`config.mk`:
```
export PLATFORM = sky130hd
export DESIGN_NAME = mult_seq
export DESIGN_NICKNAME = d
export VERILOG_FILES = /design/src/rtl/mult_seq.sv
export SDC_FILE = /design/constraint.sdc
export NUM_CORES = 1
export LEC_CHECK = 0
export ABC_AREA = 1
export BUFFER_PORTS_ARGS = -buffer_cell sky130_fd_sc_hd__buf_2
export CORE_ASPECT_RATIO = 1.25
export CORE_MARGIN = 4
export CORE_UTILIZATION = 50
export CTS_CLUSTER_DIAMETER = 200
export DETAILED_ROUTE_END_ITERATION = 10
export GPL_ROUTABILITY_DRIVEN = 1
export PLACE_DENSITY = 0.78
export SETUP_SLACK_MARGIN = 0.05
export SLEW_MARGIN = 40
export SYNTH_ARGS = -nofsm -noshare
export SYNTH_HDL_FRONTEND = slang
export SYNTH_SLANG_ARGS = --single-unit
```
`constraint.sdc`:
```
create_clock -name clk -period 19.75 [get_ports clk]
set_input_delay 3.95 -clock clk [delete_from_list [all_inputs] [get_ports clk]]
set_output_delay 3.95 -clock clk [all_outputs]
set_load 0.005 [all_outputs]
```
`src/rtl/mult_seq.sv`:
```
// Iterative shift-add multiplier producing a full 2*WIDTH product into hi/lo.
// Operands are reduced to magnitudes up front; the sign is reapplied once at the end.
module mult_seq #(
    parameter int WIDTH = 32
) (
    input  logic             clk,
    input  logic             rst,
    input  logic             start,
    input  logic             is_signed,
    input  logic [WIDTH-1:0] a,
    input  logic [WIDTH-1:0] b,
    output logic             busy,
    output logic             done,
    output logic [WIDTH-1:0] hi,
    output logic [WIDTH-1:0] lo
);

    localparam int CW = $clog2(WIDTH) + 1;
    localparam logic [CW-1:0] LAST_ITER = CW'(WIDTH - 1);

    typedef enum logic [1:0] {
        IDLE = 2'd0,
        CALC = 2'd1,
        FIN  = 2'd2
    } state_t;

    state_t           state;
    logic [2*WIDTH-1:0] mcand;
    logic [WIDTH-1:0]   mplier;
    logic [2*WIDTH-1:0] acc;
    logic [CW-1:0]      count;
    logic               neg;

    logic [WIDTH-1:0]   a_mag;
    logic [WIDTH-1:0]   b_mag;
    logic [2*WIDTH-1:0] acc_next;
    logic [2*WIDTH-1:0] result;

    // The most negative operand maps onto itself, which is exactly its unsigned magnitude.
    always_comb begin
        a_mag    = (is_signed && a[WIDTH-1]) ? (~a + 1'b1) : a;
        b_mag    = (is_signed && b[WIDTH-1]) ? (~b + 1'b1) : b;
        acc_next = mplier[0] ? (acc + mcand) : acc;
        result   = neg ? (~acc + 1'b1) : acc;
    end

    always_ff @(posedge clk or posedge rst) begin
        if (rst) begin
            state  <= IDLE;
            mcand  <= '0;
            mplier <= '0;
            acc    <= '0;
            count  <= '0;
            neg    <= 1'b0;
            busy   <= 1'b0;
            done   <= 1'b0;
            hi     <= '0;
            lo     <= '0;
        end else begin
            done <= 1'b0;
            case (state)
                IDLE: begin
                    if (start) begin
                        mcand  <= {{WIDTH{1'b0}}, a_mag};
                        mplier <= b_mag;
                        neg    <= is_signed & (a[WIDTH-1] ^ b[WIDTH-1]);
                        acc    <= '0;
                        count  <= '0;
                        busy   <= 1'b1;
                        state  <= CALC;
                    end
                end
                CALC: begin
                    acc    <= acc_next;
                    mcand  <= mcand << 1;
                    mplier <= mplier >> 1;
                    count  <= count + 1'b1;
                    if (count == LAST_ITER) begin
                        state <= FIN;
                    end
                end
                FIN: begin
                    {hi, lo} <= result;
                    done     <= 1'b1;
                    busy     <= 1'b0;
                    state    <= IDLE;
                end
                default: begin
                    state <= IDLE;
                    busy  <= 1'b0;
                end
            endcase
        end
    end

endmodule

```
### Word level (Yosys, flattened, before mapping)

Index checks and enable logic that the tools add are counted.

* register bits: 235
* input port bits: 68

* add/sub/neg operators: 5
* equal/unequal tests: 6
* mux-type cells: 18
* bitwise gates (word level): 6
* reductions and logical operators: 9

Operator list (number)
* $mux 64: 4
* $pmux 64 s2: 2
* $mux 32: 3
* $add 32x1->32 const B: 2
* $add 64x1->64 const B: 1
* $add 64x64->64: 1
* $not 32->32: 2
* $not 64->64: 1
* $pmux 32 s2: 1
* $pmux 6 s2: 1
* $reduce_and 2->1: 4
* $add 6x1->6 const B: 1
* $eq 6x5->1 const B: 1
* $mux 6: 1
* $ne 2x2->1 const B: 3
* $mux 2: 2
* $pmux 2 s2: 1
* $reduce_and 3->1: 1
* $eq 2x1->1 const B: 1
* $eq 2x2->1 const B: 1
* $logic_and 1x1->1: 2
* $logic_not 2->1: 1
* $mux 1: 2
* $pmux 1 s2: 1
* 4 further kinds: 4

### Longest topological paths before layout

Gate-level depths: netlist of run 1.

* word-level depth: 5
* mapped depth: 16
* mapped depth without buffers: 16

### Worst setup path after synthesis of run 1

OpenSTA, ideal clock, no wires.

* path kind: input-to-reg
* start: in a[0]
* end: reg mcand[26]
* library setup time: 0.126 ns
* arrival time: 5.059 ns
* data required time: 19.624 ns
* path slack: 14.565 ns
* cell stages on the path: 11
* path through: inv_1 ha_1 nand4_2 nor2_2 nand2_2 nor2_2 nand2_2 nand2_4 nand2_1 nor2_1 o21ai_1

* cells in the longest elaborated chain, start to end: 5

Ends and longest elaborated chain
* from (decl): line 10 `input logic [WIDTH-1:0] a,`
* $not 32->32: line 41 `a_mag = (is_signed && a[WIDTH-1]) ? (~a + 1'b1) : a;`
* $add 32x1->32: line 41
* $mux 32: line 41
* $mux 64: line 63 `if (start) begin`
* $pmux 64 s2: line 61 `case (state)`
* to (signal assigned): line 64 `mcand <= {{WIDTH{1'b0}}, a_mag};`
* to (signal assigned): line 75 `mcand <= mcand << 1;`
* to (decl): line 28 `logic [2*WIDTH-1:0] mcand;`

Every way passes these cells. The select of a mux whose other input is x is not followed.
A chain may end at the register's enable or synchronous reset.

### Final worst setup path of run 1

* start: in start
* end: reg acc[4]

* cells in the longest elaborated chain, start to end: 2

Ends and longest elaborated chain
* from (decl): line 8 `input logic start,`
* $ne 2x2->1 (no source line)
* $reduce_and 3->1 (no source line)
* to (signal assigned): line 74 `acc <= acc_next;`
* to (decl): line 30 `logic [2*WIDTH-1:0] acc;`

Every way passes these cells.

==> flow_summary.json, run 1 <==
{
  "layout_commonest_cell": "nand2_1",
  "clockBufferDepth": 3,
  "hp-start": "hi[8]",
  "synth_cell_types": 52,
  "cts_setup_buffers": 0,
  "crit_path_frequent_cell": "buf_4",
  "slowest_stage": "clkinv_2",
  "synth-simple-area-share_pct": 37.3,
  "grt_pass1_vias": 18187,
  "relSlewSlack_pct": 45.1,
  "finalCritPeriodShare_pct": 28.0,
  "clk_pin_slew_ns": 0.06,
  "synth_edf_count": 0,
  "dieArea_mm2": 0.0402,
  "synthToLayoutAreaGrowth_pct": 10.6,
  "p_per_area_mw_per_mm2": 156,
  "fill_cells": 3535,
  "hold_viol_final": 0,
  "worstMarginPinSlew_ns": 0.823,
  "muxShareOfSynthArea_pct": 0,
  "synth_fp_nets": 3058,
  "ctsRootBufferMaster": "clkbuf_16",
  "wl_per_cell_um": 16.9,
  "num_io_pins": 134,
  "p_leak_nw": 11.2,
  "synth_top_family_by_area": "simple AND/OR/NAND/NOR gates",
  "ctsHoldBuffers": 0,
  "ys_top_cells_by_area": "dfrtp_1, nand2_1, inv_1",
  "drtIter0Drc": 1460,
  "num_antenna_cells": 0,
  "holdCritPathClass": "register to register",
  "hpwlAfterDp_mm": 47.0,
  "status": "finished, final reports clean",
  "worstPathBufferInverterCount": 4,
  "core-area_mm2": 0.0364,
  "rsz0062_at_grt": "no",
  "syn_avg_cell_area_um2": 6.33,
  "grt.overflow.total": 0,
  "slew_viol_final": 0,
  "drive_above_1_share_pct": 9.56,
  "grt_max_degree": 96,
  "r2r_slack_ns": 17.02,
  "start_util_pct": 50.8,
  "cts_buffers": 27,
  "cts_max_level": 1,
  "place_inst": 3474,
  "synth.largest_area_cell": "dfrtp_1",
  "clk_latency_ns": 0.58,
  "cts_resized": 0,
  "endpoint_kind": "register",
  "track_usage_pct": 28.8,
  "fmax_ghz": 0.181,
  "finClkSkew_ns": 0.0213,
  "ant_nets": 0,
  "placed_area_mm2": 0.0196,
  "ir_worst_vdd_mv": 0.104,
  "synth_fa_ha_area_share_pct": 4.64,
  "rr_startpoint": "acc[9]",
  "critPathKind": "input port to register",
  "dieWidth_um": 180,
  "rr_worst_depth": 10,
  "path_max_fanout": 41,
  "setup_viol": 0,
  "final_cell_area_mm2": 0.0205,
  "gp_congestion": 1.02,
  "drt-total-wl_mm": 59.7,
  "hold_depth": 2,
  "synth-compound-area-share_pct": 11.6,
  "fp.dieH_um": 223,
  "dr.pass1.iters": 6,
  "grt_pass1_wl_mm": 94.5,
  "antenna_found_initial": 0,
  "period_minus_slack_ns": 5.52,
  "syn_area_mm2": 0.0185,
  "final_core_util_pct": 56.2,
  "cap_violations": 0,
  "min_to": "hi[8]",
  "syn_inst": 2922,
  "async_flop_share_pct": 100,
  "cts_tree": "done",
  "synth-xor-area-share_pct": 3.08,
  "drc": 0,
  "hold-worst-slack_ns": 0.475,
  "vias": 18927,
  "yosysTopAreaCellShare_pct": 31.8,
  "final_cell_mix": "nand2_1, inv_1, nor2_1",
  "synth_ff_type": "dfrtp_1",
  "crit_family": "buffers and inverters",
  "setup_ws_ns": 14.23,
  "finalPower_mw": 3.19,
  "crit_path_start_kind": "input port",
  "fin_setup_tns_ns": 0,
  "ys_ff_latch": 235,
  "synth_warnings": 0,
  "max_stage_delay_ns": 0.67,
  "critPathArrivalTime_ns": 5.99,
  "r2r-end": "acc[26]",
  "fin_cells": 3524,
  "path_cells": "buf_2 -> nand3_2 -> buf_4 -> o21ai_2 -> buf_4 -> clkinv_2 -> o31ai_1",
  "row_count": 78,
  "portBuffers": 133,
  "avgViaCountPerCell": 5.37,
  "final_nets": 3159,
  "yosysSeqAreaShare_pct": 31.8,
  "clock_sinks": 235,
  "worstPathRequired_ns": 20.22,
  "dp_slack_ns": 13.57
}
-- worst max-delay path by stage --
stage	from	to	slack, ns	cells past startpoint
2_1_floorplan	rst	acc[0]	9.35	1
3_5_place_dp	rst	mplier[2]	13.57	4
5_1_grt	a[31]	mcand[30]	14.03	7
6_report	start	acc[4]	14.23	7
4_1_cts	rst	count[2]	14.18	4
3_3_place_gp	rst	mplier[6]	13.34	4
-- layer usage --
| layer | track usage [%] | part of all wire, % | vias to the layer above | wire length (um) |
|---|---|---|---|---|
| li1 | - | - | 9435 | - |
| met3 | 3.16 | 5.6 | 167 | 3370 |
| met4 | 17.1 | 7.1 | 0 | 4260 |
| met1 | 34.6 | 40 | 8648 | 23700 |
| met2 | 49.9 | 47 | 677 | 28300 |
| met5 | 0 | 0 | - | 0 |
-- where the power goes --
group          switching (mW)  internal (mW)  total, mW  leakage [nW]
clock network           0.229          0.286      0.514         0.444
registers               0.229          0.689      0.919          3.06
logic                    1.18          0.574       1.75          7.73
-- synthesized netlist by cell type, types with 2 or more instances --
cell	number
nand2_1	1001
inv_1	480
nor2_1	258
dfrtp_1	235
nand3_1	197
o21ai_0	131
a21oi_1	89
ha_1	67
xor2_1	58
a22oi_1	56
clkbuf_1	40
o22ai_1	39
nand4_1	34
nor3_1	30
o21ai_1	27
nor2_2	24
buf_2	19
nand2_2	17
nand3_2	10
buf_1	9
inv_2	9
nor2_4	9
nand3b_1	8
o31ai_1	7
xnor2_1	7
or2_2	6
a31oi_1	4
nor3_2	4
o211ai_1	4
a21boi_0	3
and2_1	3
and3_1	3
nand2_4	3
nand4_2	3
nor3_4	3
nor3b_1	3
o21bai_1	3
buf_4	2
o2111ai_1	2
o21a_1	2
o32ai_1	2
-- state kept, by name, summed over array words and instances, names as in the netlist --
signal and flops:
hi 32, lo 32, state 2, mcand 64, neg 1, busy 1, done 1, count 6
acc 64, mplier 32
-- cell families (layout without fill, tap and decap cells) --
| family | count (synthesis) | count (layout) |
|---|---|---|
| xor+xnor | 65 | 65 |
| flops | 235 | 235 |
| fa+ha+maj | 68 | 68 |
| compound gates | 373 | 373 |
| buf+inv | 561 | 683 |
| simple gates | 1620 | 1620 |
-- layout make-up --
class                   instances  area [um^2]  area share [%]
clock inverters                22          213            1.04
inverters                     490         1850            9.04
flip-flops and latches        235         5880            28.7
multi-input cells            2126        10500            51.2
clock buffers                  28          689            3.37
repair buffers                143          748            3.66
well taps                     480          601            2.93
-- worst register-to-register path, stage by stage (launching register included) --
cell	delay (ns)
dfrtp_1	0.45
ha_1	0.39
nand2_1	0.15
nor2_1	0.40
nand3_1	0.12
nand3_1	0.29
nand3_1	0.13
nand2_1	0.24
a21oi_1	0.10
o21ai_0	0.17
o21ai_0	0.15
No activity file was read; power rests on OpenSTA's default activity.
==> run 2: changes to the inputs <==
--- a/config.mk
+++ b/config.mk
@@ -5,7 +5,7 @@
 export SDC_FILE = /design/constraint.sdc
 export NUM_CORES = 1
 export LEC_CHECK = 0
-export ABC_AREA = 1
+export ABC_AREA = 0
 export BUFFER_PORTS_ARGS = -buffer_cell sky130_fd_sc_hd__buf_2
 export CORE_ASPECT_RATIO = 1.25
 export CORE_MARGIN = 4
@@ -13,7 +13,7 @@
 export CTS_CLUSTER_DIAMETER = 200
 export DETAILED_ROUTE_END_ITERATION = 10
 export GPL_ROUTABILITY_DRIVEN = 1
-export PLACE_DENSITY = 0.78
+export PLACE_DENSITY = 0.79
 export SETUP_SLACK_MARGIN = 0.05
 export SLEW_MARGIN = 40
 export SYNTH_ARGS = -nofsm -noshare
==> constraint.sdc (replaced) <==
create_clock -name clk -period 5.5 [get_ports clk]
set_input_delay 1.1 -clock clk [delete_from_list [all_inputs] [get_ports clk]]
set_output_delay 1.1 -clock clk [all_outputs]
set_load 0.005 [all_outputs]
==> run 2 against run 1 <==
  * Via count is 28% lower
  * Sequential cell count unchanged
  * Combinational power up 110%
  * Global-route usage down 4.0 points
  * Sequential power grew to 3.3 times the previous value
  * Area after synthesis decreased by 18%
  * Utilization grew 0.28 points
  * Worst setup slack got worse by 13 ns
  * Sequential share of layout area rose by 5.9 points
  * Critical endpoint is now acc[54]
  * Highest routed layer unchanged
==> flow_summary.json, run 2 <==
{
  "synth.largest_area_cell": "dfrtp_1",
  "cts_resized": 0,
  "grt_pass1_vias": 13358,
  "num_io_pins": 134,
  "synth_edf_count": 0,
  "synthToLayoutAreaGrowth_pct": 11.7,
  "rr_startpoint": "acc[0]",
  "dieWidth_um": 164,
  "fp.dieH_um": 203,
  "endpoint_kind": "register",
  "cap_violations": 0,
  "ir_worst_vdd_mv": 0.220,
  "hp-start": "lo[19]",
  "async_flop_share_pct": 100,
  "critPathArrivalTime_ns": 4.36,
  "clockBufferDepth": 3,
  "ys_ff_latch": 235,
  "layout_commonest_cell": "dfrtp_1",
  "syn_avg_cell_area_um2": 8.76,
  "setup_viol": 0,
  "finClkSkew_ns": 0.0263,
  "grt_pass1_wl_mm": 68.1,
  "synth-simple-area-share_pct": 15.7,
  "yosysSeqAreaShare_pct": 38.7,
  "track_usage_pct": 24.7,
  "ctsRootBufferMaster": "clkbuf_16",
  "syn_area_mm2": 0.0152,
  "drtIter0Drc": 923,
  "antenna_found_initial": 0,
  "wl_per_cell_um": 18.8,
  "reg.largest.list": "acc: 64 flops, mcand: 64 flops",
  "met3_usage_pct": 2.60,
  "hpwlAfterDp_mm": 30.6,
  "cts_max_level": 1,
  "core-area_mm2": 0.0300,
  "final_nets": 1945,
  "synth_warnings": 0,
  "finalCritPeriodShare_pct": 71.4,
  "min_to": "lo[19]",
  "cts_tree": "done",
  "synth-compound-area-share_pct": 26.6,
  "globalRouteMet1Util_pct": 32.8,
  "cts_setup_buffers": 0,
  "period_minus_slack_ns": 3.93,
  "path_max_fanout": 6,
  "num_antenna_cells": 0,
  "dieArea_mm2": 0.0332,
  "worstPathRequired_ns": 5.93,
  "start_util_pct": 50.6,
  "grt.overflow.total": 0,
  "synth_fp_nets": 1870,
  "hold_depth": 2,
  "hold_viol_final": 0,
  "grt_max_degree": 152,
  "grt_util_met2_pct": 42.6,
  "relSlewSlack_pct": 45.6,
  "syn_inst": 1734,
  "ctsHoldBuffers": 0,
  "vias": 13629,
  "drc": 0,
  "yosysTopAreaCellShare_pct": 38.7,
  "dr.pass1.iters": 6,
  "gp_congestion": 0.969,
  "grt-busiest-layer": "met2",
  "slew_viol_final": 0,
  "ant_nets": 0,
  "critPathKind": "register to register",
  "r2r_slack_ns": 1.57,
  "synth-xor-area-share_pct": 9.63,
  "r2r-end": "acc[54]",
  "clk_latency_ns": 0.55,
  "p_leak_nw": 7.63,
  "fmax_ghz": 0.255,
  "synth_top_family_by_area": "compound AO/OA/AOI/OAI gates",
  "synth_cell_types": 73,
  "portBuffers": 133,
  "synth_common_cells": "dfrtp_1, o21ai_0, nand2_1, a21oi_1, xor2_1",
  "clock_sinks": 235,
  "holdCritPathClass": "register to register",
  "cts_buffers": 24,
  "worstMarginPinSlew_ns": 0.816,
  "rr_worst_depth": 12,
  "synth_fa_ha_area_share_pct": 5.65,
  "synth_most_common_cell": "dfrtp_1",
  "rsz0062_at_grt": "no",
  "synth_ff_type": "dfrtp_1",
  "ys_top_cells_by_area": "dfrtp_1, o21ai_0, ha_1",
  "final_cell_mix": "dfrtp_1, o21ai_0, nand2_1",
  "hold-worst-slack_ns": 0.469,
  "row_count": 71,
  "crit_path_start_kind": "register",
  "drive_above_1_share_pct": 12.4,
  "p_per_area_mw_per_mm2": 484,
  "muxShareOfSynthArea_pct": 0.264,
  "avgViaCountPerCell": 6.12,
  "status": "finished, final reports clean",
  "drt-total-wl_mm": 41.8,
  "clk_pin_slew_ns": 0.07,
  "fin_setup_tns_ns": 0
}
==> run 2: changes by cell type in the layout (fill, tap and decap cells not counted), moves of 35 or more <==
cell,before,now
a22o_1,1,36
o21ai_0,131,226
a21o_1,1,42
xor2_1,58,94
o22ai_1,39,2
xnor2_1,7,73
inv_1,476,36
nand2_1,1001,220
nor2_1,258,66
nand3_1,197,32
==> run 2: stage by stage <==
step	total power, mW	worst slack (ns)	cell area, um^2	cells	utilization [%]
global route	8.84	1.34	17000	2227	56.5
detailed placement	6.59	1.31	16200	2183	53.8
global placement	6.48	1.44	16100	2183	53.8
finish	8.21	1.57	17000	2227	56.5
floorplan	5.40	1.32	15200	1734	-
CTS	8.24	1.66	16900	2226	56.4
==> run 2: worst max-delay path by stage <==
stage | start | endpoint | slack, ns | cells after the start
after global routing | acc[0] | acc[54] | 1.34 | 12
after global placement | b[1] | mplier[29] | 1.44 | 10
after CTS | acc[0] | acc[54] | 1.66 | 12
final | acc[0] | acc[54] | 1.57 | 12
after detailed placement | b[1] | mplier[29] | 1.31 | 10
after floorplan | rst | acc[0] | 1.32 | 1
==> run 2: cells by family (layout without fill, tap and decap cells) <==
| family | count (synthesis) | count (layout) |
|---|---|---|
| xor gates and xnor gates | 167 | 167 |
| DFF | 235 | 235 |
| adders and majority gates | 68 | 68 |
| muxes | 4 | 4 |
| AOI/OAI and AO/OA | 632 | 632 |
| buffers and inverters | 139 | 231 |
| and+or+nand+nor | 489 | 489 |
==> run 2: critical path: stages, from the launching register on <==
cell       delay, ns
dfrtp_1         0.44
ha_1            0.24
inv_1           0.08
fa_1            0.19
nor2b_1         0.07
o31ai_1         0.49
a21oi_1         0.14
a2111oi_0       0.65
nor3_1          0.22
o21ai_1         0.41
a21oi_1         0.26
or3_1           0.36
a32o_1          0.25
==> run 2: metal layers <==
| layer | up-vias | part of all wire (%) |
|---|---|---|
| li1 | 6556 | - |
| met1 | 6589 | 43 |
| met2 | 398 | 49 |
| met3 | 86 | 5.2 |
| met4 | 0 | 2.9 |
| met5 | - | 0 |
==> run 2: area by class of cell <==
class / instances / area (um^2)
inverters: 39 / 150
clock buffers: 35 / 692
flip-flops and latches: 235 / 5880
well taps: 401 / 502
clock inverters: 8 / 83.8
repair buffers: 149 / 831
multi-input cells: 1360 / 8820
fillers: 2822 / 13100
==> run 2: where the power goes <==
group          internal, mW  switching, mW  total (mW)
registers              2.34          0.647        2.99
clock network         0.924          0.700        1.62
logic                  1.47           2.14        3.60
==> run 3: changes to the inputs <==
--- a/config.mk
+++ b/config.mk
@@ -5,7 +5,7 @@
 export SDC_FILE = /design/constraint.sdc
 export NUM_CORES = 1
 export LEC_CHECK = 0
-export ABC_AREA = 0
+export ABC_AREA = 1
 export BUFFER_PORTS_ARGS = -buffer_cell sky130_fd_sc_hd__buf_2
 export CORE_ASPECT_RATIO = 1.25
 export CORE_MARGIN = 4
@@ -13,7 +13,7 @@
 export CTS_CLUSTER_DIAMETER = 200
 export DETAILED_ROUTE_END_ITERATION = 10
 export GPL_ROUTABILITY_DRIVEN = 1
-export PLACE_DENSITY = 0.79
+export PLACE_DENSITY = 0.78
 export SETUP_SLACK_MARGIN = 0.05
 export SLEW_MARGIN = 40
 export SYNTH_ARGS = -nofsm -noshare
==> constraint.sdc (replaced) <==
create_clock -name clk -period 4 [get_ports clk]
set_input_delay 0.8 -clock clk [delete_from_list [all_inputs] [get_ports clk]]
set_output_delay 0.8 -clock clk [all_outputs]
set_load 0.005 [all_outputs]
==> run 3 against run 2 <==
  * Clock skew shrank 0.0046 ns
  * Clock power up 63%
  * Sequential share of layout area down 6.1 points
  * Die area grew 21%
  * Combinational power increased by 140%
  * Via count increased by 41%
  * Critical path depth decreased by 6
  * Cell count grew 59%
  * Largest power group unchanged
  * Highest routed layer unchanged
==> flow_summary.json, run 3 (same netlist as run 1, synthesis figures left out) <==
{
  "routed.top_layer": "met4",
  "crit_start": "state[1]",
  "ir_worst_vdd_mv": 0.475,
  "clk_latency_ns": 0.58,
  "fin_setup_tns_ns": 0,
  "drc": 0,
  "cts_tree": "done",
  "critPathArrivalTime_ns": 3.11,
  "layout_commonest_cell": "nand2_1",
  "hold_viol_final": 0,
  "p_per_area_mw_per_mm2": 772,
  "cap_violations": 0,
  "period_minus_slack_ns": 2.63,
  "rsz0062_at_grt": "no",
  "final_core_util_pct": 56.6,
  "wl_met3_mm": 3.45,
  "path_max_fanout": 37,
  "final_cell_area_mm2": 0.0206,
  "rr_worst_depth": 6,
  "finalCritPeriodShare_pct": 65.9,
  "status": "finished, final reports clean",
  "r2r-end": "acc[4]",
  "cts_buffers": 28,
  "place_inst": 3481,
  "setup_ws_ns": 1.37,
  "relSlewSlack_pct": 43.1,
  "reg.largest.list": "acc: 64 flops, mcand: 64 flops",
  "dieArea_mm2": 0.0402,
  "fp.dieH_um": 223,
  "r2r_slack_ns": 1.37,
  "grt_pass1_vias": 18487,
  "grt_max_degree": 78,
  "gp_congestion": 0.983,
  "worstPathRequired_ns": 4.48,
  "ctsHoldBuffers": 0,
  "ctsRootBufferMaster": "clkbuf_16",
  "cts_max_level": 1,
  "crit_path_end": "acc[4]",
  "row_count": 78,
  "drtIter0Drc": 1337,
  "num_antenna_cells": 0,
  "clockBufferDepth": 3,
  "p_leak_nw": 11.3,
  "holdCritPathClass": "input port to asynchronous set/reset pin",
  "critPathKind": "register to register",
  "drive_above_1_share_pct": 9.60,
  "finClkSkew_ns": 0.0217,
  "dieWidth_um": 180,
  "hold-worst-slack_ns": 0.213,
  "placed_area_mm2": 0.0196,
  "fmax_ghz": 0.380,
  "hpwlAfterDp_mm": 48.6,
  "rr_startpoint": "state[1]",
  "antenna_found_initial": 0,
  "avgViaCountPerCell": 5.45,
  "wl_per_cell_um": 17.3,
  "wl_met1_mm": 24.4,
  "drt-total-wl_mm": 61.1,
  "clock_sinks": 235,
  "worstMarginPinSlew_ns": 0.854,
  "final_nets": 3168,
  "finalPower_mw": 15.9,
  "start_util_pct": 50.8,
  "num_io_pins": 134,
  "setup_viol": 0,
  "crit_path_start_kind": "register",
  "dp_slack_ns": 1.31,
  "dr.pass1.iters": 6,
  "core-area_mm2": 0.0364,
  "dr_wl_met2_mm": 29.2,
  "cts_resized": 0,
  "clk_pin_slew_ns": 0.07,
  "vias": 19255,
  "grt_pass1_wl_mm": 96.6,
  "cts_setup_buffers": 0,
  "synthToLayoutAreaGrowth_pct": 11.3,
  "portBuffers": 133,
  "endpoint_kind": "register",
  "fin_cells": 3531,
  "track_usage_pct": 29.5,
  "grt.overflow.total": 0,
  "ant_nets": 0,
  "final_cell_mix": "nand2_1, inv_1, nor2_1",
  "slew_viol_final": 0
}
-- run 3: cell types whose count changed in the layout (fill, tap and decap cells not counted), sizes merged, moves of 37 or more --
cell / delta
nor2: +224
a21o: -41
o22ai: +37
o21ai: -87
xnor2: -66
nand3: +175
nand2: +799
inv: +449
-- run 3: worst max-delay path, stage by stage (launching register included) --
cell and delay (ns):
dfrtp_1 0.41, inv_2 0.12, nand3_2 0.36, o21ai_2 0.15, buf_4 0.34, clkinv_2 0.67, o31ai_1 0.48
-- run 3: power by group --
part	leakage (nW)	internal (mW)	total (mW)	switching, mW
Clock	0.444	1.54	2.64	1.10
Combinational	7.77	2.87	8.77	5.90
Sequential	3.06	3.40	4.48	1.08
Total	11.3	7.81	15.9	8.08
-- run 3: worst min-delay path by stage --
stage               cells past startpoint    endpoint       start  slack (ns)
global route                            2      hi[18]         rst        0.24
global placement                        2      hi[13]      hi[13]        0.46
finish                                  2      hi[30]         rst        0.21
CTS                                     2      hi[31]         rst        0.40
detailed placement                      2       hi[7]       hi[7]        0.46
floorplan                               2  mplier[31]  mplier[31]        0.45
-- run 3: cell type report --
class	instances	area, um^2
tap	480	601
inverter	490	1840
fill	3594	15800
timing repair buffer	151	846
multi-input combinational	2126	10500
clock inverter	13	171
sequential	235	5880
clock buffer	36	761
-- run 3: layer usage --
| layer | track usage [%] | up-vias |
|---|---|---|
| li1 | - | 9468 |
| met1 | 35.7 | 8911 |
| met2 | 51.2 | 696 |
| met3 | 3.18 | 180 |
| met4 | 16.6 | 0 |
| met5 | 0 | - |
